<file path="config.mk">
export PLATFORM = sky130hd
export DESIGN_NAME = pn_seq_gen
export DESIGN_NICKNAME = d
export VERILOG_FILES = /design/src/rtl/pn_seq_gen.sv
export SDC_FILE = /design/constraint.sdc
export NUM_CORES = 1
export LEC_CHECK = 0
export CAP_MARGIN = 20
export CORE_MARGIN = 10
export CORE_UTILIZATION = 45
export CTS_BUF_LIST = sky130_fd_sc_hd__clkbuf_8
export CTS_CLUSTER_DIAMETER = 80
export DETAILED_ROUTE_END_ITERATION = 10
export GPL_TIMING_DRIVEN = 1
export PLACE_DENSITY = 0.74
export SETUP_SLACK_MARGIN = 0.05
export SLEW_MARGIN = 10
export SYNTH_ARGS = -nofsm -noshare
export SYNTH_HDL_FRONTEND = slang
export SYNTH_SLANG_ARGS = --single-unit
</file>
<file path="constraint.sdc">
create_clock -name clk -period 4.68 [get_ports clk]
set_input_delay 0.936 -clock clk [delete_from_list [all_inputs] [get_ports clk]]
set_output_delay 0.936 -clock clk [all_outputs]
set_load 0.005 [all_outputs]
</file>
<file path="src/rtl/pn_seq_gen.sv">
// pn_seq_gen: parametrised Galois-LFSR pseudo-noise generator.
// Emits the serial PN bit, the raw LFSR state, and OUT_W-bit packed words
// (first generated bit in the MSB) through a valid/ready handshake.
// The LFSR stalls rather than drop or overwrite an unread word.
// A runtime seed can be loaded. A zero seed is replaced by SEED and flagged.
module pn_seq_gen #(
  parameter int                WIDTH = 8,
  parameter logic [WIDTH-1:0]  POLY  = WIDTH'(8'h71),
  parameter logic [WIDTH-1:0]  SEED  = WIDTH'(8'h01),
  parameter int                OUT_W = 8
) (
  input  logic              clk,
  input  logic              reset,
  input  logic              en,
  input  logic              seed_load,
  input  logic [WIDTH-1:0]  seed_in,
  output logic              bit_out,
  output logic [WIDTH-1:0]  state_out,
  output logic [OUT_W-1:0]  word_data,
  output logic              word_valid,
  input  logic              word_ready,
  output logic              wrap,
  output logic              seed_err
);

  // Bits-in-word counter width; a 1-bit word still needs a legal vector.
  localparam int CNT_W = (OUT_W > 1) ? $clog2(OUT_W) : 1;
  localparam logic [CNT_W-1:0] CNT_LAST = CNT_W'(OUT_W - 1);
  // The pack register only needs the bits that precede the completing bit.
  localparam int PACK_W = (OUT_W > 1) ? OUT_W - 1 : 1;

  logic [WIDTH-1:0]  lfsr_reg;
  logic [WIDTH-1:0]  lfsr_next;
  logic [WIDTH-1:0]  seed_reg;
  logic [WIDTH-1:0]  load_value;
  logic [CNT_W-1:0]  cnt_reg;
  logic [PACK_W-1:0] pack_reg;
  logic [OUT_W-1:0]  pack_next;
  logic [OUT_W-1:0]  word_data_reg;
  logic              word_valid_reg;
  logic              wrap_reg;
  logic              seed_err_reg;

  logic msb;
  logic last_bit;
  logic stall;
  logic step;
  logic consume;
  logic seed_zero;

  assign msb       = lfsr_reg[WIDTH-1];
  assign last_bit  = (cnt_reg == CNT_LAST);
  // Hold the LFSR when the word about to complete has nowhere to go.
  assign stall     = en & word_valid_reg & ~word_ready & last_bit;
  assign step      = en & ~stall & ~seed_load;
  assign consume   = word_valid_reg & word_ready;
  assign seed_zero = (seed_in == '0);
  assign load_value = seed_zero ? SEED : seed_in;

  // Galois step: shift left.
  // Each tap bit is XORed with the outgoing MSB.
  genvar gi;
  generate
    for (gi = 0; gi < WIDTH; gi++) begin : g_lfsr
      if (gi == 0) begin : g_lsb
        assign lfsr_next[gi] = msb & POLY[gi];
      end else begin : g_upper
        assign lfsr_next[gi] = lfsr_reg[gi-1] ^ (msb & POLY[gi]);
      end
    end
  endgenerate

  // Packed word including the bit generated this step.
  // The new bit enters at the LSB.
  generate
    if (OUT_W == 1) begin : g_pack_single
      assign pack_next = msb;
    end else begin : g_pack_multi
      for (gi = 0; gi < OUT_W; gi++) begin : g_pack
        if (gi == 0) begin : g_first
          assign pack_next[gi] = msb;
        end else begin : g_rest
          assign pack_next[gi] = pack_reg[gi-1];
        end
      end
    end
  endgenerate

  // LFSR, seed, packing counter, output word handshake and status pulses.
  always_ff @(posedge clk or posedge reset) begin
    if (reset) begin
      lfsr_reg       <= SEED;
      seed_reg       <= SEED;
      cnt_reg        <= '0;
      pack_reg       <= '0;
      word_data_reg  <= '0;
      word_valid_reg <= 1'b0;
      wrap_reg       <= 1'b0;
      seed_err_reg   <= 1'b0;
    end else begin
      wrap_reg     <= 1'b0;
      seed_err_reg <= 1'b0;
      if (seed_load) begin
        // A seed load restarts word assembly and discards any pending word.
        lfsr_reg       <= load_value;
        seed_reg       <= load_value;
        cnt_reg        <= '0;
        pack_reg       <= '0;
        word_valid_reg <= 1'b0;
        seed_err_reg   <= seed_zero;
      end else begin
        if (consume) begin
          word_valid_reg <= 1'b0;
        end
        if (step) begin
          lfsr_reg <= lfsr_next;
          wrap_reg <= (lfsr_next == seed_reg);
          if (last_bit) begin
            // A completing word overrides the consume-clear.
            // Stall guarantees the old word was either taken or absent.
            word_data_reg  <= pack_next;
            word_valid_reg <= 1'b1;
            cnt_reg        <= '0;
            pack_reg       <= '0;
          end else begin
            cnt_reg  <= cnt_reg + CNT_W'(1);
            pack_reg <= pack_next[PACK_W-1:0];
          end
        end
      end
    end
  end

  assign bit_out    = msb;
  assign state_out  = lfsr_reg;
  assign word_data  = word_data_reg;
  assign word_valid = word_valid_reg;
  assign wrap       = wrap_reg;
  assign seed_err   = seed_err_reg;

endmodule

</file>
=== Word-level counts from Yosys, hierarchy flattened ===
Cells that the tools add are included.

* Flip-flop bits (word level): 37
* Input port bits: 13
* Word-level logic and storage cells: 42

* Add/subtract/negate cells: 1
* Equality and inequality tests: 2
* Muxes and demuxes: 16
* Bitwise logic cells: 12
* Reduce and logical (&&, ||, !) cells: 3

{| class="wikitable"
|+ Operator list
! kind !! number
|-
| 8-bit two-way mux || 3
|-
| 7-bit two-way mux || 3
|-
| 3-bit two-way mux || 3
|-
| 8-bit equality test || 1
|-
| 8-bit logical NOT || 1
|-
| 1-bit two-way mux || 7
|-
| 1-bit bitwise AND || 6
|-
| 3-bit by 1-bit adder with 3-bit output, second input constant || 1
|-
| 3-bit equality test, second input constant || 1
|-
| 1-bit NOT || 3
|-
| 3-bit AND reduction || 1
|-
| 1-bit XOR || 3
|-
| 2-bit nonzero test || 1
|}

=== Depth between registers and ports, before layout ===
Gate-level depths: netlist (run 1).

* Depth in word-level cells: 8
* Mapped depth: 7
* Mapped depth without buffers: 6

=== Worst setup path after synthesis (run 1) ===
OpenSTA, ideal clock, no wires.

* Path type: in2reg
* Start point: in en
* End point: reg word_data_reg[0], in the netlist word_data[0]
* Data arrival time: 1.660 ns
* Required time: 4.555 ns
* Slack: 2.894 ns
* Stages: 4
* Buffers on the path: 1
* Cells stage by stage: nor2b_4 and3_4 buf_12 mux2_4

* Word-level cells in the longest chain between the ends: 7

{| class="wikitable"
|+ RTL lines
! element !! line !! text
|-
| start: declaration || 14 || <nowiki>input logic en,</nowiki>
|-
| 1-bit bitwise AND (3 in a row) || 54 || <nowiki>assign stall = en & word_valid_reg & ~word_ready & last_bit;</nowiki>
|-
| 1-bit NOT || 55 || <nowiki>assign step = en & ~stall & ~seed_load;</nowiki>
|-
| 1-bit bitwise AND (*) (2 in a row) || 55 ||
|-
| 3-bit AND reduction (no source line) (*) || - ||
|-
| end signal: assignment || 121 || <nowiki>word_data_reg <= pack_next;</nowiki>
|-
| end: declaration || 39 || <nowiki>logic [OUT_W-1:0] word_data_reg;</nowiki>
|}

Mark *: on every way between the ends. The rest lies on a longest branch, timed or not.
A chain may end at the register's enable or synchronous reset.

=== Final worst setup path (run 1) ===
* Start point: in seed_load
* End point: reg cnt_reg[0]

* Word-level cells in the longest chain between the ends: 3
* Elaborated cells on any way between the ends: 4
* Those cells by class: mux: 1; bitwise: 2; reduce/logical: 1

{| class="wikitable"
|+ RTL lines
! element !! line !! text
|-
| start: declaration || 15 || <nowiki>input logic seed_load,</nowiki>
|-
| 1-bit NOT (no source line) || - ||
|-
| 1-bit bitwise AND || 55 ||
|-
| 2-bit nonzero test (no source line) || - ||
|-
| end signal: assignment || 126 || <nowiki>cnt_reg <= cnt_reg + CNT_W'(1);</nowiki>
|-
| end: declaration || 36 || <nowiki>logic [CNT_W-1:0] cnt_reg;</nowiki>
|}

Parallel ways exist; a longest one is shown, timed or not.

==> metrics.md, run 1 <==
| Metric | Value |
|---|---|
| Status | finished clean |
| Grt ovf | 0 |
| WP data required | approximately 5 ns |
| Initial core utilization | 0.464 |
| FMAX | 392 MHz |
| Crit path largest cell delay | 0.85 ns |
| Final-report hold violation count | 0 |
| Wire per inst | approximately 16 um |
| Worst-Skew Late Latency | between 0.2 and 0.3 ns |
| Min Clock Period, post-route | between 2 and 3 ns |
| Layout cell share with drive strength beyond 1 | 0.196 |
| Chip Height | roughly 81 um |
| Crit. End Element | flip-flop |
| Power Dens Cells | approximately 340 mW/mm^2 |
| CP Cell Sequence | clkdlybuf4s50_1 > nor2b_4 > nor2b_1 > mux2_2 |
| Ports | 33 |
| Hold Buf Count CTS | 0 |
| Worst reg2reg endpoint | state_out[1]$_DFFE_PP0P_ |
| CTS buffer count | 5 |
| Global-route wire length before repair | 5.61 mm |
| Average size of a mapped cell | ~14 um^2 |
| Cells after Synth | 125 |
| Drc violations | 0 |
| Antenna-violating nets left | 0 |
| Vias in the first global route | 1166 |
| Critical path depth | 4 |
| Worst clock skew | 0.00503 ns |
| Die area | approximately 0.0066 mm^2 |
| CP delay by family, top | buffers and inverters |
| GPL Wtd Cong | roughly 0.83 |
| Critical Path Start | seed_load |
| Clk sinks | 37 |
| Final Cell Area | roughly 0.0021 mm^2 |
| Ant. Diodes | 0 |
| FF+latch count, synth | 37 |
| DPL Wire Length | around 2.4 mm |
| Syn-to-layout area delta | 25.4% |
| Detailed Routing Iterations Pass 1 | 4 |
| H-tree depth | 2 |
| Worst min path class | flip-flop to flip-flop |
| Worst reg2reg path startpoint | cnt_reg[0]$_DFFE_PP0P_ |
| # setup viols final | 0 |
| CTS tree | done |
| Max-slew headroom at the worst pin | 0.431 |
| CP startpoint kind | input port |
| Clk pin slew, worst setup/hold paths | roughly 0.070 ns |
| Most frequent cells in the layout | 35 x dfrtp_1, 32 x clkdlybuf4s50_1, 10 x inv_1, 9 x a22o_1 |
| FFs w/ async S/R, synth | 1.00 |
| Arrival time at the worst endpoint | 2.78 ns |
| RSZ-0062 raised after global routing | no |
| Slew Limit Fails | 0 |
| Distinct cells, synth | 32 |
| Yosys warning count | 0 |
| Critical path fanouts, max | 20 |
| Peak supply drop | around 0.00022 V |
| Via density | 5.25 |
| GRT Overall Usage | 0.111 |
| Clk root buf | clkbuf_8 |
| Placed Instance Area | approximately 0.002 mm^2 |
| Syn Nets | 140 |
| Antenna violations before repair | 0 |
| Count of port buffers added during placement | 32 |
| Post-synth EDFFs | 0 |
| Seq/Total Area, Yosys | 0.546 |
| Mapped Area | roughly 0.0017 mm^2 |
| Most common cell after layout, fill and taps aside | dfrtp_1 |
| Clock Path Buffers | 2 |
| Buf+Inv Stages, Crit Path | 1 |
| Slew @ Worst Pin | roughly 0.85 ns |
| Largest net degree at the start of global routing | 38 |
| R2r worst-path depth | 6 |
| CTS resizes | 0 |
| Layout Nets | approximately 170 |
| Core Rows | 22 |
| Static Leak | between 0.9 and 1 nW |
| WS Path Type | input port to flip-flop |
| Period Utilization, post-route | 0.545 |
| Post-synth top area share | 0.515 |
| Pwr Total | 0.734 mW |
| Total Wirelength | around 3.3 mm |
| Final setup TNS | 0 ns |
| Top_reg_cell synth | dfrtp_1 |
| Total setup buffers inserted after CTS | 0 |
| R2R Setup Slk | 2.96 ns |
| Die W | between 80 and 90 um |
| Initial drt markers | between 50 and 60 |
| Vias | 1082 |
| Synth top area cells | dfrtp_1 52%, mux2_4 7.1%, mux2_2 5.3%, a22o_1 4.6%, a222oi_1 4.1% |
| Critical Path Sink | cnt_reg[0]$_DFFE_PP0P_ |
| Max-Cap Viols | 0 |
| Core area | about 0.0037 mm^2 |
| Crit path max-delay cell type | clkdlybuf4s50_1 |
| Yosys top cell by area | dfrtp_1 |
through the flow:
step           setup WS [ns]   util  instances  hold WS (ns)
4_1_cts                 2.13  0.582        206         0.506
2_1_floorplan           2.89      -        125         0.473
6_report                2.13  0.582        206         0.501
5_1_grt                 2.01  0.582        206         0.528
3_3_place_gp            1.89  0.550        198         0.491
3_5_place_dp            1.84  0.550        198         0.494
Yosys cell counts (3+ instances only):
cell type  count
dfrtp_1       35
a22o_1         9
inv_1          9
mux2_2         8
mux2_4         8
xor2_1         8
a222oi_1       7
nor2_1         4
buf_2          3
nor2b_1        3
kinds of logic after synthesis:
| kind of cell | count (synthesis) | share of synthesized area |
|---|---|---|
| flops | 37 | 0.546 |
| compound gates | 24 | 0.126 |
| simple gates | 20 | 0.0803 |
| buf+inv | 17 | 0.0626 |
| mux | 16 | 0.124 |
| xor+xnor | 9 | 0.0464 |
| fa+ha+maj | 2 | 0.0147 |
worst register-to-register path: stages (launching register included):
cell and delay [ns]:
dfrtp_1 0.39, ha_1 0.21, ha_1 0.24, nand3b_4 0.12, a21oi_4 0.14, a222oi_1 0.42, inv_1 0.08
worst min path at each step:
stage               cells after the start                      end  slack [ns]               startpoint
global route                            1   cnt_reg[2]$_DFFE_PP0P_        0.53   cnt_reg[2]$_DFFE_PP0P_
detailed placement                      2  seed_reg[0]$_DFFE_PP1P_        0.49  seed_reg[0]$_DFFE_PP1P_
CTS                                     2  seed_reg[0]$_DFFE_PP1P_        0.51  seed_reg[0]$_DFFE_PP1P_
finish                                  2  seed_reg[0]$_DFFE_PP1P_        0.50  seed_reg[0]$_DFFE_PP1P_
global placement                        2  seed_reg[0]$_DFFE_PP1P_        0.49  seed_reg[0]$_DFFE_PP1P_
floorplan                               2  seed_reg[0]$_DFFE_PP1P_        0.47  seed_reg[0]$_DFFE_PP1P_
layer usage:
metal | routed length (um) | track usage | vias up
li1 | - | - | 515
met4 | 57 | 0.0502 | 0
met3 | 289 | 0.0568 | 7
met1 | 1460 | 0.127 | 522
met2 | 1520 | 0.168 | 38
met5 | 0 | 0 | -
area by class of cell:
cell class	instances	area (um^2)
Fill cell	300	1530
Clock buffer	6	82.6
Sequential cell	37	928
Clock inverter	2	33.8
Multi-Input combinational cell	71	664
Tap cell	48	60.1
Timing Repair Buffer	33	328
Inverter	9	33.8
power breakdown:
group          internal, mW  switching [mW]  total [mW]
logic                0.0526          0.0402      0.0928
registers             0.339          0.0208       0.359
clock network         0.171           0.110       0.282
Power figures use the tool's default switching activity.
==> run 2: changes to the inputs <==
==> constraint.sdc (replaced) <==
create_clock -name clk -period 2.6 [get_ports clk]
set_input_delay 0.52 -clock clk [delete_from_list [all_inputs] [get_ports clk]]
set_output_delay 0.52 -clock clk [all_outputs]
set_load 0.005 [all_outputs]
==> run 2 against run 1 <==
  * Final cell count rose by 0.49%
  * Clock skew fell by 0.0018 ns
  * Sequential power rose by 80%
  * Non-clock buffer count rose by 1
  * Sequential cell count did not move
  * Core utilization rose by 0.68 points
  * Largest cell class unchanged
  * Hold slack barely moved
  * Global-route usage rose by 0.35 points
  * Critical path depth fell by 3
  * Register-to-register slack got worse by 2.0 ns
  * Via count rose by 4.9%
  * Highest routed layer unchanged
==> metrics.md, run 2 (synthesis gave the netlist of run 1 again) <==
| Metric | Value |
|---|---|
| CTS tree | done |
| Initial drt markers | roughly 100 |
| Crit path max-delay cell type | dfrtp_1 |
| Sw frac | 0.228 |
| Core Rows | 22 |
| # setup viols final | 0 |
| Final Cell Area | 0.00216 mm^2 |
| CTS resizes | 0 |
| Period Utilization, post-route | 0.783 |
| GRT Overall Usage | 0.114 |
| Antenna violations before repair | 0 |
| Chip Height | around 81 um |
| Wire per inst | approximately 17 um |
| H-tree depth | 2 |
| Status | finished clean |
| Total Wirelength | 3.50 mm |
| Die area | between 0.006 and 0.007 mm^2 |
| Slew @ Worst Pin | roughly 0.48 ns |
| Most frequent cells in the layout | 35 x dfrtp_1, 32 x clkdlybuf4s50_1, 9 x a22o_1, 9 x inv_1 |
| Buf+Inv Stages, Crit Path | 1 |
| Highest metal used | met4 |
| Clk root buf | clkbuf_8 |
| RSZ-0062 raised after global routing | no |
| Initial core utilization | 0.464 |
| Grt ovf | 0 |
| Most common cell after layout, fill and taps aside | dfrtp_1 |
| Critical path fanouts, max | 13 |
| Worst clock skew | 0.00320 ns |
| Clk pin slew, worst setup/hold paths | roughly 0.07 ns |
| Detailed Routing Iterations Pass 1 | 5 |
| Clk sinks | 37 |
| Wire length on met2 | around 1.7 mm |
| Syn-to-layout area delta | 26.9% |
| DP Worst Slack | roughly 0.55 ns |
| Clock Power Share | 0.419 |
| Placed Instance Area | 0.00202 mm^2 |
| Critical path depth | 1 |
| Vias | about 1100 |
| Ant. Diodes | 0 |
| Final setup TNS | 0 ns |
| Layout Nets | 173 |
| GPL Wtd Cong | about 0.84 |
| Crit. End Element | output port |
| WS Path Type | flip-flop to output port |
| Hold slack | 0.501 ns |
| Power Dens Cells | 652 mW/mm^2 |
| Comb pwr share | 0.120 |
| Worst min path class | flip-flop to flip-flop |
| Crit path largest cell delay | between 0.6 and 0.7 ns |
| M1 WL | approximately 1.4 mm |
| Part of the power in registers | 0.460 |
| Hold Buf Count CTS | 0 |
| Count of port buffers added during placement | 32 |
| FMAX | between 400 and 500 MHz |
| DPL Wire Length | about 2.5 mm |
| Vias in the first global route | 1190 |
| Final WS setup | around 0.56 ns |
| Ports | 33 |
| Antenna-violating nets left | 0 |
| R2r worst-path depth | 6 |
| Max-Cap Viols | 0 |
| Clock Path Buffers | 2 |
| CP Cell Sequence | clkdlybuf4s50_1 |
| Drc violations | 0 |
| CP startpoint kind | flip-flop |
| Hold depth | 2 |
| Largest net degree at the start of global routing | 38 |
| Total setup buffers inserted after CTS | 0 |
| Worst-Skew Late Latency | between 0.2 and 0.3 ns |
| Arrival time at the worst endpoint | 1.52 ns |
| Slew Limit Fails | 0 |
| Die W | between 80 and 90 um |
| Layout cell share with drive strength beyond 1 | 0.208 |
| CTS buffer count | 5 |
| Via density | 5.48 |
| Peak supply drop | between 0.0003 and 0.0004 V |
| Min Clock Period, post-route | 2.04 ns |
| Routed wl met3 | 361 um |
| NetSw | around 0.32 mW |
| Final Core Density | 0.589 |
| Core area | 0.00366 mm^2 |
| Max-slew headroom at the worst pin | 0.681 |
| Static Leak | between 1 and 1.5 nW |
| Internal power component | 1.09 mW |
| Global-route wire length before repair | between 5 and 6 mm |
| Final-report hold violation count | 0 |
| CP delay by family, top | flip-flops |
| WP data required | between 2 and 2.5 ns |
==> run 2: cell types whose count changed in the layout (fill, tap and decap cells not counted) <==
cell	delta
buf_4	+1
bufinv_16	+1
clkbuf_8	-1
clkinv_2	+1
inv_1	-1
==> run 2: worst paths after layout <==
kind                                     startpoint                       end  slack (ns)
setup / recovery           state_out[7]$_DFFE_PP0P_              state_out[7]        0.56
max in group asynchronous                     reset   seed_reg[0]$_DFFE_PP1P_        1.62
hold / removal              seed_reg[0]$_DFFE_PP1P_   seed_reg[0]$_DFFE_PP1P_        0.50
min in group asynchronous                     reset  word_data[6]$_DFFE_PP0P_        0.64
hold reg to reg             seed_reg[0]$_DFFE_PP1P_   seed_reg[0]$_DFFE_PP1P_        0.50
setup reg to reg             cnt_reg[0]$_DFFE_PP0P_  state_out[5]$_DFFE_PP0P_        0.96
==> run 2: worst register-to-register path, stage by stage, from the launching register on <==
cell and delay, ns:
dfrtp_1 0.39, ha_1 0.21, ha_1 0.24, nand3b_4 0.12
a21oi_4 0.14, a222oi_1 0.35, inv_1 0.08
==> run 2: area by class of cell <==
type / instances / area, um^2
inverter: 9 / 33.8
tap: 48 / 60.1
clock inverter: 3 / 65.1
sequential: 37 / 928
clock buffer: 5 / 68.8
timing repair buffer: 34 / 335
multi-input combinational: 71 / 664
fill: 306 / 1510
==> run 2: power groups by stage <==
stage                     sequential [mW]  combinational [mW]  clock, mW
after global placement              0.656               0.167          0
after detailed placement            0.658               0.170          0
after CTS                           0.647               0.171      0.600
after floorplan                     0.647               0.104          0
after global routing                0.654               0.187      0.624
final                               0.647               0.169      0.589
==> run 2: per-stage QoR <==
step	cells	total power, mW
CTS	207	1.42
detailed placement	199	0.828
floorplan	125	0.751
global route	207	1.46
finish	207	1.41
global placement	199	0.823
==> run 2: routing by layer <==
metal / GRT usage / up-vias
li1: - / 515
met1: 0.139 / 574
met2: 0.179 / 42
met3: 0.0590 / 4
met4: 0.0208 / 0
met5: 0 / -
==> run 3: changes to the inputs <==
==> constraint.sdc (replaced) <==
create_clock -name clk -period 2 [get_ports clk]
set_input_delay 0.4 -clock clk [delete_from_list [all_inputs] [get_ports clk]]
set_output_delay 0.4 -clock clk [all_outputs]
set_load 0.005 [all_outputs]
==> run 3 against run 2 <==
  * Global-route usage barely moved
  * Routed wire length rose by 1.4%
  * Non-clock buffer count rose by 3
  * Sequential share of layout area rose by 0.43 points
  * Clock skew rose by 0.0043 ns
  * Core utilization fell by 0.58 points
  * Final cell count rose by 1.4%
  * Clock power fell by 12%
  * Critical path type unchanged
  * Critical endpoint is now state_out[0]
==> metrics.md, run 3 (synthesis gave the netlist of run 1 again) <==
| Metric | Value |
|---|---|
| Status | finished clean |
| Worst reg2reg path startpoint | cnt_reg[0]$_DFFE_PP0P_ |
| CP delay by family, top | flip-flops |
| CP startpoint kind | flip-flop |
| Max-Cap Viols | 0 |
| Antenna-violating nets left | 0 |
| CTS buffer count | 5 |
| CTS resizes | 0 |
| Die W | 81.4 um |
| Period Utilization, post-route | 0.893 |
| RSZ-0062 raised after global routing | no |
| Ant. Diodes | 0 |
| Via density | about 5.4 |
| DPL Wire Length | roughly 2.6 mm |
| Total setup buffers inserted after CTS | 0 |
| Initial core utilization | 0.464 |
| H-tree depth | 2 |
| WS Path Type | flip-flop to output port |
| Min-Delay Startpoint | seed_reg[0]$_DFFE_PP1P_ |
| Clk sinks | 37 |
| Power Dens Cells | roughly 740 mW/mm^2 |
| Wire per inst | between 15 and 20 um |
| Global-route wire length before repair | roughly 6 mm |
| Worst-Skew Late Latency | about 0.29 ns |
| CP Cell Sequence | clkdlybuf4s50_1 |
| Hold depth | 2 |
| Peak supply drop | about 0.00054 V |
| R2r worst-path depth | 6 |
| Worst min path class | flip-flop to flip-flop |
| Die area | 0.00663 mm^2 |
| Buf+Inv Stages, Crit Path | 1 |
| Layout fillers | 298 |
| Layout Nets | ~180 |
| Layout cell share with drive strength beyond 1 | 0.210 |
| WP data required | roughly 1.6 ns |
| Final WS setup | 0.213 ns |
| Drc violations | 0 |
| Worst clock skew | 0.00751 ns |
| Static Leak | between 1 and 1.5 nW |
| Most common cell after layout, fill and taps aside | dfrtp_1 |
| Arrival time at the worst endpoint | between 1 and 1.5 ns |
| Syn-to-layout area delta | 25.6% |
| Slew @ Worst Pin | ~0.49 ns |
| Most frequent cells in the layout | 35 x dfrtp_1, 32 x clkdlybuf4s50_1, 11 x inv_1, 9 x a22o_1 |
| Slew Limit Fails | 0 |
| Chip Height | 81.4 um |
| Min-Delay Endpoint | seed_reg[0]$_DFFE_PP1P_ |
| Crit path largest cell delay | roughly 0.58 ns |
| GPL Wtd Cong | 0.806 |
| Clk root buf | clkbuf_8 |
| FMAX | between 500 and 600 MHz |
| Largest net degree at the start of global routing | 38 |
| Detailed Routing Iterations Pass 1 | 4 |
| Grt ovf | 0 |
| Initial drt markers | 66 |
| Count of port buffers added during placement | 32 |
| DP Worst Slack | between 0.15 and 0.2 ns |
| Vias in the first global route | between 1000 and 1500 |
| Final Core Density | 0.583 |
| Worst reg2reg endpoint | state_out[2]$_DFFE_PP0P_ |
| Core area | around 0.0037 mm^2 |
| Clk pin slew, worst setup/hold paths | 0.07 ns |
| Crit. End Element | output port |
| Antenna violations before repair | 0 |
| Core Rows | 22 |
| Vias | between 1000 and 1500 |
| CTS tree | done |
| Hold Buf Count CTS | 0 |
| Clock Path Buffers | 2 |
| R2R Setup Slk | between 0.3 and 0.4 ns |
| Crit path max-delay cell type | dfstp_2 |
| Final-report hold violation count | 0 |
| Total Wirelength | approximately 3.5 mm |
| # setup viols final | 0 |
| GRT Overall Usage | 0.114 |
| Ports | 33 |
| Max-slew headroom at the worst pin | 0.674 |
| Critical path fanouts, max | 4 |
| Final setup TNS | 0 ns |
| Min Clock Period, post-route | between 1.5 and 2 ns |
==> run 3: cell types whose count changed in the layout (fill, tap and decap cells not counted) <==
cell       delta
buf_4         +3
bufinv_16     -2
inv_1         +2
clkbuf_8      +1
clkinv_2      -1
==> run 3: worst max-delay path by stage <==
stage	start	end	slack, ns	cells past startpoint
floorplan	cnt_reg[0]$_DFFE_PP0P_	word_data[0]$_DFFE_PP0P_	0.52	5
global placement	en	word_data[3]$_DFFE_PP0P_	0.20	4
detailed placement	seed_load	state_out[2]$_DFFE_PP0P_	0.16	5
CTS	state_out[0]$_DFFE_PP1P_	state_out[0]	0.20	1
global route	state_out[0]$_DFFE_PP1P_	state_out[0]	0.16	1
finish	state_out[0]$_DFFE_PP1P_	state_out[0]	0.21	1
==> run 3: cell type report <==
cell class              instances  area (um^2)  area share
flip-flops and latches         37          928       0.435
well taps                      48         60.1      0.0281
inverters                       9         33.8      0.0158
repair buffers                 37          358       0.168
clock inverters                 2         7.51     0.00352
clock buffers                   6         82.6      0.0387
multi-input cells              71          664       0.311
==> run 3: through the flow <==
stage | std cells | instance area (um^2) | hold WS (ns) | total power, mW
6_report | 210 | 2130 | 0.509 | 1.59
5_1_grt | 210 | 2130 | 0.536 | 1.67
4_1_cts | 210 | 2130 | 0.513 | 1.61
3_5_place_dp | 202 | 2040 | 0.497 | 1.08
3_3_place_gp | 202 | 2040 | 0.489 | 1.08
2_1_floorplan | 125 | 1700 | 0.473 | 0.977
==> run 3: worst register-to-register path: stages, from the launching register on <==
cell	delay (ns)
dfrtp_1	0.40
ha_1	0.21
ha_1	0.25
nand3b_4	0.13
a21oi_4	0.14
a222oi_1	0.36
inv_1	0.08
==> run 3: where the power goes <==
part | internal, mW | switching [mW] | total [mW]
sequential | 0.792 | 0.0461 | 0.839
clock | 0.271 | 0.248 | 0.519
combinational | 0.129 | 0.0993 | 0.229
==> run 3: metal layers <==
layer	track usage	routed length (um)	vias up
met3	0.0557	340	5
met5	0	0	-
li1	-	-	524
met4	0.0277	32	0
met1	0.132	1460	564
met2	0.187	1720	39
==> variant 1, RTL diff (settings of run 2) <==
Make the reset (`reset`) synchronous in one clocked block.
--- a/src/rtl/pn_seq_gen.sv
+++ b/src/rtl/pn_seq_gen.sv
@@ -89,3 +89,3 @@
   // LFSR, seed, packing counter, output word handshake and status pulses.
-  always_ff @(posedge clk or posedge reset) begin
+  always_ff @(posedge clk) begin
     if (reset) begin
Function: differs if reset is asserted again (counterexample within 4 cycles, from zero or initial values and one cycle with reset high); with reset held inactive, the same outputs for 10 cycles.
==> variant 1 against run 2 <==
- power is 10% lower
- die area is 4.0% lower
- area after synthesis is 5.2% lower
- setup slack better by 0.0016 ns
- cell area is 4.9% lower
- routed wire length is 8.0% higher
- sequential cell count stayed put
- core utilization is 1.6 points higher
- first-iteration DRC count is 27% lower
==> variant 1: results (changes against run 2) <==
** Placement
- Worst slack, placed :: 0.370 ns (-0.175 ns)
- GP Congestion :: 0.861 (+2.1%)

** Final layout
- The storage element area is 741 µm² (-20%).
- Number of fillers in the final layout :: 285 (-6.9%)
- Share of post-route cells with drive strength above 1 :: 0.0704 (-0.137)

** Synthesis
- Cell types occupying the most area after synthesis :: sky130_fd_sc_hd__dfxtp_1, sky130_fd_sc_hd__mux2i_1, sky130_fd_sc_hd__nor2_1
- The number of distinct library cell variants in the gate-level netlist after synthesis was 29 (-9.4%).
- The commonest cells after synthesis are sky130_fd_sc_hd__dfxtp_1, sky130_fd_sc_hd__nor2_1, sky130_fd_sc_hd__mux2i_1.
- Synth Area in Compound Gates :: 0.0963 (-0.0296)
- The fraction of synthesis flops using an asynchronous set or reset pin came to 0 (-1.00).
- The sequential cell area fraction in the yosys report is 0.460 (-0.0864).
- Synthesized netlist net count :: 185 (+32%)
- Arithmetic-cell share of the synthesized area counting full adders, half adders and majority gates :: 0.0155 (+0.000812)
- Proportion of synthesized area in mux cells :: 0.112 (-0.0118)
- The most used flip-flop cell after synthesis is sky130_fd_sc_hd__dfxtp_1.
- Number of instances in the synthesized netlist :: 170 (+36%)
- Fraction of synthesized cell area in xor and xnor cells :: 0.0653 (+0.0189)

** Power and ir drop
- The power per cell area is 614 mW/mm² (-5.8%).
- Sw Ratio :: 0.231 (+0.00371)
- Gate power share :: 0.108 (-0.012)
- Sequential fraction of design power :: 0.480 (+0.020)
- Worst ir drop on vdd :: 432 µV (+29%)

** Outcome
- The flow ran to the end, and the final reports show no timing, DRC or antenna violations.

** STA
- Largest clock skew in the final design :: 0.00574 ns (+0.00254 ns)

** Routing
- Avg WL per Cell :: 15.4 µm (-8.7%)
- Drt via density :: 5.33 (-2.8%)

** Worst setup path
- Highest-delay cell along the critical path :: sky130_fd_sc_hd__dfxtp_1

** GRT
- The pin count of the biggest net entering global routing is 27 (-29%).
[variant 1: cell count changes after synthesis, moves of 9 or more]
| cell | change |
|---|---|
| sky130_fd_sc_hd__dfxtp_1 | +37 |
| sky130_fd_sc_hd__dfrtp_1 | -35 |
| sky130_fd_sc_hd__mux2i_1 | +18 |
| sky130_fd_sc_hd__nor2_1 | +17 |
| sky130_fd_sc_hd__a21oi_1 | +10 |
| sky130_fd_sc_hd__a22o_1 | -9 |
[variant 1: cell type report]
class | instances | share of cell area
multi-input combinational | 119 | 0.387
sequential | 37 | 0.361
timing repair buffer | 34 | 0.164
clock buffer | 6 | 0.0403
tap | 46 | 0.0281
clock inverter | 2 | 0.0183
inverter | 1 | 0.00183
[variant 1: cells by family (layout without fill, tap and decap cells)]
logic type / Yosys count / after routing
multiplexers: 18 / 18
AO/OA/AOI/OAI: 26 / 26
buffers and inverters: 14 / 43
flip-flops: 37 / 37
XOR/XNOR: 12 / 12
adder cells (fa/ha/maj): 2 / 2
AND/OR/NAND/NOR: 61 / 61
[variant 1: final timing paths]
check	to	depth (start not counted)	slack [ns]	startpoint
worst max-delay path	state_out[7]	1	0.56	state_out[7]
worst min-delay path	cnt_reg[2]	2	0.46	cnt_reg[2]
worst max register to register	pack_reg[6]	6	0.65	cnt_reg[0]
worst min register to register	cnt_reg[2]	2	0.46	cnt_reg[2]
[variant 1: worst min-delay path: stages, from the launching register on]
cell and delay (ns):
sky130_fd_sc_hd__dfxtp_1 0.32, sky130_fd_sc_hd__nand2_1 0.05, sky130_fd_sc_hd__a21oi_1 0.05
[variant 1: per-layer routing]
layer  part of all wire  up-vias  GRT usage
met1               0.43      605      0.146
met2               0.46       40      0.186
met4              0.039        0     0.0845
met5                  0        -          0
li1                   -      647          -
met3              0.067       14     0.0495
==> variant 2, RTL diff (config.mk and constraints of run 2) <==
Without the edit above. Change the parameter `WIDTH` from 8 to 7.
--- a/src/rtl/pn_seq_gen.sv
+++ b/src/rtl/pn_seq_gen.sv
@@ -6,3 +6,3 @@
 module pn_seq_gen #(
-  parameter int                WIDTH = 8,
+  parameter int                WIDTH = 7,
   parameter logic [WIDTH-1:0]  POLY  = WIDTH'(8'h71),
Interface: changed (resized seed_in and state_out); port bits go from 33 to 31. No check against the original RTL was run, so the function may have changed too.
==> variant 2 against run 2 <==
- synthesized cell count grew 6.4%
- power shrank 2.8%
- cell area shrank 2.8%
- clock power is essentially flat
- setup slack lost 0.026 ns
- final cell count grew 2.9%
- sequential share of layout area shrank 1.1 points
- clock skew grew 0.0065 ns
- routed wire length shrank 6.7%
- sequential cell count shrank 2
- area after synthesis shrank 4.1%
- core utilization grew 2.4 points
- sequential power shrank 5.7%
==> variant 2: results (changes against run 2) <==
** CTS
- Clock-pin slew was measured on the worst setup and hold paths at approximately 0.080 ns.
- TritonCTS buffer count :: 5 (unchanged)
- H-tree levels :: 2 (unchanged)
- Total of hold buffers inserted after clock tree synthesis :: 0 (unchanged)
- The number of buffers inserted to repair setup after CTS came to 0 (unchanged).
- The maximum count of clock buffers along a single path was 2 (unchanged).
- Insertion delay to the later sink of the worst-skew pair :: 0.29 ns (about the same)

** Final layout
- Largest register FFs :: 8
- Number of fillers in the final layout :: 279 (-8.8%)
- Count of nets after finishing :: 180 (+4.0%)
- The number of diodes was 0 (unchanged).
- Share of post-route cells with drive strength above 1 :: 0.222 (+0.0140)

** Worst setup path
- Worst reg2reg path depth :: 4 (-2)
- Critical Path Max Stage Delay :: about 0.64 ns
- Max Fanout on Critical Path :: 12 (-1)
- Setup slack of the most critical reg-to-reg path :: 0.77 ns (-0.19 ns)
- Among all stages on the critical path, the largest delay is contributed by sky130_fd_sc_hd__dfrtp_1.
- The arrival time at the worst endpoint was 1.54 ns (+0.02 ns).

** Power and ir drop
- The switching portion of total power was 0.228 (+0.000425).
- Gate power share :: 0.124 (+0.004)
- The peak supply drop is 497 µV (+48%).
- Static power due to leakage :: 0.969 nW (-3.3%)
- Clock power frac :: 0.429 (+0.010)

** GRT
- The global-route wire length before repair was 5520 µm (-6.6%).
- Vias in the first global route :: 1183 (-0.59%)
- Maximum number of pins on one net before global-route repair :: 36 (-5.3%)
- Tot GR Track Use :: 0.112 (-0.00236)
- The initial antenna violation count was 0 (unchanged).

** Synthesis
- The number of warnings printed during yosys synthesis came to 0 (unchanged).
- Most used DFF post-synth :: sky130_fd_sc_hd__dfrtp_1
- Yosys attributes the largest share of cell area to sky130_fd_sc_hd__dfrtp_1, sky130_fd_sc_hd__mux2_4, sky130_fd_sc_hd__a22o_2.
- The sequential cell area fraction in the yosys report was 0.539 (-0.00764).
- The post-synth net total came to 147 (+5.0%).
- The number of distinct library cell variants in the gate-level netlist after synthesis came to 30 (-6.3%).
- The fraction of synthesis flops using an asynchronous set or reset pin came to 1.00 (unchanged).
- Cell types with the highest counts after synthesis :: sky130_fd_sc_hd__dfrtp_1, sky130_fd_sc_hd__nand2_1, sky130_fd_sc_hd__o21ai_0

** STA
- Slew Limit Headroom :: 0.619 (-0.0621)
- Largest clock skew in the final design :: 0.00973 ns (+0.00653 ns)
- The final count of negative-setup-slack endpoints was 0 (unchanged).

** Placement
- Sum of net half-perimeters after detailed placement :: 2410 µm (-4.6%)
- The number of I/O port buffers is 30 (-6.3%).
- The final weighted congestion of routability-driven global placement is 0.820 (-2.8%).

** Die
- Starting Density :: 0.477 (+0.0132)

** Min path
- The number of cells on the worst hold path is 1 (-1).

** Routing
- The total iterations of the first detailed-routing run was 4 (-1).
- Routed Wire Length :: 3270 µm (-6.7%)
- Via total after detailed routing :: 1067 (-6.0%)
- The initial detailed-routing violation count came to 58 (-43%).

** Outcome
- Result of the run :: finished, final reports clean
variant 2: cell types whose count changed after synthesis, sizes merged, moves of 3 or more:
cell and change:
o21ai +11, xnor2 +6, inv -4, buf -3, a222oi -7, a21oi +6, nand2 +9, nand3 +4
xor2 -4, mux2 -3
variant 2: per-layer routing:
layer / wire, µm / global-route usage / vias up
li1: - / - / 519
met1: 1390 / 0.124 / 525
met2: 1630 / 0.183 / 19
met3: 198 / 0.0479 / 4
met4: 49 / 0.0475 / 0
met5: 0 / 0 / -
variant 2: per-stage QoR:
stage	setup slack [ns]	std cells	hold slack, ns	area [µm²]
6_report	0.538	213	0.513	2090
5_1_grt	0.452	213	0.536	2090
4_1_cts	0.504	213	0.517	2090
3_5_place_dp	0.415	205	0.497	1960
3_3_place_gp	0.458	205	0.495	1960
2_1_floorplan	1.01	133	0.477	1630
variant 2: final timing paths:
check,startpoint,endpoint
worst max-delay path,state_out[6],state_out[6]
worst min-delay path,word_data[3],word_data[3]
worst max register to register,cnt_reg[0],word_data[3]
worst min register to register,word_data[3],word_data[3]
max in group asynchronous,reset,seed_reg[0]
min in group asynchronous,reset,word_data[7]
variant 2: area by class of cell:
cell class                      count  area share
Clock inverter                      3      0.0323
Inverter                            5     0.00896
Tap cell                           46      0.0275
Multi-Input combinational cell     86       0.325
Timing Repair Buffer               33       0.154
Sequential cell                    35       0.419
Clock buffer                        5      0.0329
variant 2: logic make-up after synthesis:
kind of cell | synth area share
and+or+nand+nor | 0.127
AOI/OAI and AO/OA | 0.106
xor gates and xnor gates | 0.0591
DFF | 0.539
muxes | 0.111
adders and majority gates | 0.0153
buffers and inverters | 0.0437
